$ cat src/rtl/led_pattern_sequencer.sv
// rtl/led_pattern_sequencer.sv - programmable LED blink sequencer
// Divider tick steps through a {led, dur} table; each entry shows for eff(dur)*P clocks.
module led_pattern_sequencer #(
  parameter int CNT_W    = 27,
  parameter int NUM_LEDS = 4,
  parameter int DEPTH    = 8,
  localparam int IW      = $clog2(DEPTH)
) (
  input  logic                clk,
  input  logic                reset,
  input  logic                cfg_valid,
  output logic                cfg_ready,
  input  logic [IW-1:0]       cfg_addr,
  input  logic [NUM_LEDS-1:0] cfg_led,
  input  logic [7:0]          cfg_dur,
  input  logic [CNT_W-1:0]    period_in,
  input  logic [IW-1:0]       last_step,
  input  logic                loop,
  input  logic                start,
  input  logic                stop,
  output logic [NUM_LEDS-1:0] led,
  output logic [CNT_W-1:0]    A,
  output logic                tick,
  output logic [IW-1:0]       step_idx,
  output logic                busy,
  output logic                done
);

  typedef enum logic {S_IDLE = 1'b0, S_RUN = 1'b1} state_t;

  state_t              r_state;
  state_t              w_next_state;
  logic [CNT_W-1:0]    r_a;
  logic [CNT_W-1:0]    r_p;
  logic [NUM_LEDS-1:0] r_led;
  logic [IW-1:0]       r_step;
  logic [IW-1:0]       r_l;
  logic                r_lp;
  logic [7:0]          r_rem;
  logic                r_done;
  logic [NUM_LEDS-1:0] r_tbl_led [DEPTH];
  logic [7:0]          r_tbl_dur [DEPTH];

  logic                w_tick;
  logic                w_start_ok;
  logic                w_cfg_fire;
  logic                w_at_last;
  logic                w_finish;
  logic [IW-1:0]       w_step_nxt;

  // A zero duration still shows the entry for one tick
  function automatic logic [7:0] eff(input logic [7:0] d);
    return (d == 8'd0) ? 8'd1 : d;
  endfunction

  assign w_tick     = (r_state == S_RUN) && (r_a == r_p - CNT_W'(1));
  assign w_start_ok = start && !stop;
  assign w_cfg_fire = cfg_valid && cfg_ready;
  assign w_at_last  = (r_step == r_l);
  assign w_finish   = w_tick && (r_rem == 8'd1) && w_at_last && !r_lp;
  assign w_step_nxt = r_step + IW'(1);

  assign cfg_ready = (r_state == S_IDLE);
  assign busy      = (r_state == S_RUN);
  assign led       = r_led;
  assign A         = r_a;
  assign tick      = w_tick;
  assign step_idx  = r_step;
  assign done      = r_done;

  always_ff @(posedge clk or negedge reset) begin
    if (!reset) begin
      r_state <= S_IDLE;
    end else begin
      r_state <= w_next_state;
    end
  end

  always_comb begin
    w_next_state = r_state;
    case (r_state)
      S_IDLE: if (w_start_ok) w_next_state = S_RUN;
      S_RUN:  if (stop || w_finish) w_next_state = S_IDLE;
      default: w_next_state = S_IDLE;
    endcase
  end

  always_ff @(posedge clk or negedge reset) begin
    if (!reset) begin
      for (int i = 0; i < DEPTH; i++) begin
        r_tbl_led[i] <= '0;
        r_tbl_dur[i] <= '0;
      end
    end else if (w_cfg_fire) begin
      r_tbl_led[cfg_addr] <= cfg_led;
      r_tbl_dur[cfg_addr] <= cfg_dur;
    end
  end

  always_ff @(posedge clk or negedge reset) begin
    if (!reset) begin
      r_a    <= '0;
      r_p    <= '0;
      r_led  <= '0;
      r_step <= '0;
      r_l    <= '0;
      r_lp   <= 1'b0;
      r_rem  <= '0;
      r_done <= 1'b0;
    end else begin
      r_done <= 1'b0;
      case (r_state)
        S_IDLE: begin
          if (w_start_ok) begin
            r_p    <= (period_in == '0) ? CNT_W'(1) : period_in;
            r_l    <= last_step;
            r_lp   <= loop;
            r_a    <= '0;
            r_step <= '0;
            r_led  <= r_tbl_led[0];
            r_rem  <= eff(r_tbl_dur[0]);
          end
        end
        S_RUN: begin
          if (stop) begin
            r_a    <= '0;
            r_led  <= '0;
            r_step <= '0;
          end else if (!w_tick) begin
            r_a <= r_a + CNT_W'(1);
          end else begin
            r_a <= '0;
            if (r_rem > 8'd1) begin
              r_rem <= r_rem - 8'd1;
            end else if (!w_at_last) begin
              r_step <= w_step_nxt;
              r_led  <= r_tbl_led[w_step_nxt];
              r_rem  <= eff(r_tbl_dur[w_step_nxt]);
            end else if (r_lp) begin
              r_step <= '0;
              r_led  <= r_tbl_led[0];
              r_rem  <= eff(r_tbl_dur[0]);
            end else begin
              r_led  <= '0;
              r_step <= '0;
              r_done <= 1'b1;
            end
          end
        end
        default: ;
      endcase
    end
  end

endmodule

$ cat config.mk
export PLATFORM = sky130hd
export DESIGN_NAME = led_pattern_sequencer
export DESIGN_NICKNAME = d
export VERILOG_FILES = /design/src/rtl/led_pattern_sequencer.sv
export SDC_FILE = /design/constraint.sdc
export NUM_CORES = 1
export LEC_CHECK = 0
export ABC_CLOCK_PERIOD_IN_PS = 3600
export CORE_MARGIN = 2
export CORE_UTILIZATION = 52
export CTS_CLUSTER_SIZE = 25
export DETAILED_ROUTE_END_ITERATION = 7
export PLACE_DENSITY = 0.72
export SYNTH_ARGS = -nofsm -noshare
export SYNTH_HDL_FRONTEND = slang
export SYNTH_SLANG_ARGS = --single-unit
$ cat constraint.sdc
create_clock -name clk -period 3.6 [get_ports clk]
set_input_delay 0.54 -clock clk [delete_from_list [all_inputs] [get_ports clk]]
set_output_delay 0.54 -clock clk [all_outputs]
set_load 0.02 [all_outputs]
==> results.txt <==
----------------------------------------------------
[Status]
  Failing checks ... setup timing
  Run status ... finished with violations

[Logic synthesis]
  Mapped Cells ... 813
  Warnings, synthesis ... 0
  Async set or reset register ratio after synthesis ... 1.00
  Basic-gate share of the synthesized area counting and, or, nand and nor cells ... 0.134
  Netlist area before placement ... 9430 um^2
  Synth cell types ... 73
  Number of enable flip-flop cells after synthesis ... 0
  Post-synthesis mux area share ... 0.235
  Avg Cell Area, Syn ... 11.6 um^2
  Post-synthesis share of cell area spent on xor and xnor gates ... 0.0437
  Dominant combinational cell family by area after synthesis ... multiplexers
  Seq cells post-synth ... 171
  Syn nets ... 869
  Area fraction in compound gates after synthesis ... 0.0994
  Share of synthesized cell area in full adder, half adder and majority cells ... 0.00664
  Commonest register cell after synthesis ... sky130_fd_sc_hd__dfrtp_1
  Post-synthesis sequential area ratio ... 0.454

[Floorplanning]
  IO Pins ... 89
  Total number of placement rows ... 49
  Die Outline Area ... 19200 um^2
  Vertical extent of the die ... 139 um
  Starting utilization of the core area ... 0.526
  Placeable Area ... 17900 um^2
  Horiz. Die Dim ... 139 um

[STA]
  Final setup violation count ... 29
  Min Tclk post-route ... 3.85 ns
  Peak clock frequency supported by timing ... 260 MHz
  Final hold violation count ... 0
  Relative slew margins ... 0.353
  Skew final ... 0.00953 ns
  Unrepaired setup endpoints after global routing ... yes
  Transition at the pin with the smallest max-transition slack ... 0.968 ns
  TNS Setup ... -3.15 ns
  Final cycle utilization of the critical path ... 1.07
  Setup ws final ... -0.250 ns
  Max-slew violation total from the final report ... 0

[Final layout]
  Area overhead of the layout relative to synthesis ... 29.0%
  Commonest cells after routing, fill and taps aside ... 171 x sky130_fd_sc_hd__dfrtp_1, 129 x sky130_fd_sc_hd__mux2_2, 86 x sky130_fd_sc_hd__clkdlybuf4s50_1
  Commonest non-fill, non-tap cell in the layout ... sky130_fd_sc_hd__dfrtp_1
  Post-layout util ... 0.679
  Share of cells above drive strength 1 ... 0.349
  Fill count ... 1292
  Post-route cell area ... 12200 um^2
  # diodes ... 0
  # nets final ... 1031

[Global route]
  Vias in the first global route ... 7770
  Tot GR Track Use ... 0.273
  Maximum number of pins on one net before global-route repair ... 87
  Global-route wire length before repair ... 41600 um
  Number of antenna violations at the first check in global routing ... 0
  Remaining global-route overflow ... 0

[Clock network]
  TritonCTS clock tree ... yes
  H-tree levels ... 4
  Number of sinks driven by the clock tree ... 171
  Clock network latency to the later pin of the worst-skew pair ... 0.44 ns
  Clock input transition at the sequential cells of the worst setup and hold paths ... 0.07 ns
  Clock Tree Buf Depth ... 2
  Clock root buffer master ... sky130_fd_sc_hd__clkbuf_16
  Post-CTS Hold Fix Bufs ... 0
  Cts bufs inserted ... 17

[Worst setup path]
  CP Launch Type ... flop
  Element type at the critical path end ... output pin
  Required time of the critical path ... 3.06 ns
  Maximum fanout count along the critical path ... 4
  WS Path Type ... reg -> out
  Data arrival, critical path ... 3.31 ns

[Power]
  Ratio of total power to cell area ... 530 nW/um^2
  Leakage power of the design ... 4.89 nW
  Total power consumption of the routed design ... 0.00644 W
  IR drop worst, VDD ... 0.452 mV

[Routing]
  Antenna-violating nets left ... 0
  Router iterations before antenna repair ... 6
  Post-detailed-route DRC marker count ... 0
  DRC violation total after the first TritonRoute iteration ... 584
  Total Routed Length ... 26200 um
  Average vias per placed instance ... 6.20
  Via count ... 7550
  WL per Instance ... 21.5 um

[Placed design]
  Final HPWL from detailed placement ... 18400 um
  Number of buffers added on ports ... 88
  Weighted congestion at the end of routability-driven global placement ... 0.934
  Placement-stage cell area ... 11100 um^2

[Job]
  Max-cap violations ... 0

[Hold path]
  Class of the tightest hold or removal check ... in -> async

----------------------------------------------------
==> layer usage <==
layer | vias to the layer above | track usage | routed length, um
li1 | 3380 | - | -
met1 | 3856 | 0.363 | 11300
met2 | 257 | 0.456 | 12900
met3 | 57 | 0.0466 | 1290
met4 | 0 | 0.101 | 684
met5 | - | 0 | 0
==> path summary, 6_finish.rpt <==
| path | end | cells past startpoint | startpoint | slack [ns] |
|---|---|---|---|---|
| worst max-delay path | tick | 9 | r_p[2] | -0.25 |
| worst min-delay path | r_p[8] | 1 | reset | 0.16 |
| worst max register to register | led[3] | 13 | r_p[2] | -0.21 |
| worst min register to register | r_tbl_dur[5] | 1 | r_tbl_dur[5] | 0.50 |
| max in group asynchronous | r_tbl_dur[24] | 2 | reset | 2.57 |
| min in group clk | r_tbl_dur[5] | 1 | r_tbl_dur[5] | 0.50 |
==> power breakdown <==
group	total (W)	switching (W)	internal (W)
clock network	0.00187	0.000875	0.000996
registers	0.00269	0.000331	0.00236
logic	0.00188	0.000854	0.00103
total	0.00644	0.00206	0.00438
==> metrics by stage <==
step | cells | worst slack (ns) | hold slack [ns]
finish | 1217 | -0.250 | 0.160
CTS | 1201 | -0.311 | 0.194
global placement | 1165 | -0.300 | 0.482
detailed placement | 1165 | -0.344 | 0.490
floorplan | 813 | 0.0266 | 0.244
global route | 1217 | -0.362 | 0.225
==> cell usage after synthesis, drive strengths merged (8+ instances only) <==
| cell | n | share of area |
|---|---|---|
| a21oi | 10 | 0.0053 |
| and3 | 8 | 0.0053 |
| buf | 14 | 0.0082 |
| clkbuf | 31 | 0.012 |
| dfrtp | 171 | 0.45 |
| inv | 15 | 0.0060 |
| mux2 | 135 | 0.16 |
| mux2i | 14 | 0.015 |
| mux4 | 24 | 0.057 |
| nand2 | 44 | 0.018 |
| nand3 | 29 | 0.016 |
| nand4 | 12 | 0.0080 |
| nor2 | 39 | 0.016 |
| nor3 | 21 | 0.011 |
| nor3b | 9 | 0.0072 |
| nor4 | 21 | 0.016 |
| o21ai | 37 | 0.020 |
| o311ai | 9 | 0.0084 |
| or2 | 8 | 0.0053 |
| or3 | 10 | 0.0072 |
| xnor2 | 33 | 0.031 |
| xor2 | 14 | 0.013 |
==> critical path, stage by stage, from the launching register on <==
cell	delay, ns
sky130_fd_sc_hd__dfrtp_1	0.41
sky130_fd_sc_hd__nor3_1	0.58
sky130_fd_sc_hd__buf_4	0.23
sky130_fd_sc_hd__nand4_1	0.18
sky130_fd_sc_hd__o31a_1	0.35
sky130_fd_sc_hd__nand3b_1	0.25
sky130_fd_sc_hd__a2111oi_4	0.30
sky130_fd_sc_hd__o2111ai_4	0.19
sky130_fd_sc_hd__nor3_2	0.20
sky130_fd_sc_hd__buf_4	0.18
==> sequential cells by signal, summed over array words and instances (netlist names) <==
name / count
A: 27
busy: 1
done: 1
led: 4
r_l: 3
r_lp: 1
r_p: 27
r_rem: 8
r_tbl_dur: 64
r_tbl_led: 32
step_idx: 3
==> cells by family after synthesis <==
group                    count (synthesis)
adder cells (fa/ha/maj)                  5
AND/OR/NAND/NOR                        232
flip-flops                             171
multiplexers                           173
AO/OA/AOI/OAI                          124
buffers and inverters                   61
XOR/XNOR                                47
==> what timing repair did <==
action / in CTS / in global routing
gates cloned: 0 / 3
buffers inserted: 4 / 15
endpoints found under the setup margin: 26 / 33
resized for setup: 12 / 66
pin swaps: 5 / 28
==> cell type report <==
cell class / count / area (um^2) / area share
clock buffer: 17 / 425 / 0.0350
clock inverter: 15 / 175 / 0.0144
inverter: 16 / 60.1 / 0.00494
multi-input combinational: 581 / 5150 / 0.423
sequential: 171 / 4280 / 0.352
tap: 229 / 287 / 0.0236
timing repair buffer: 188 / 1780 / 0.147
Power figures use the tool's default switching activity.
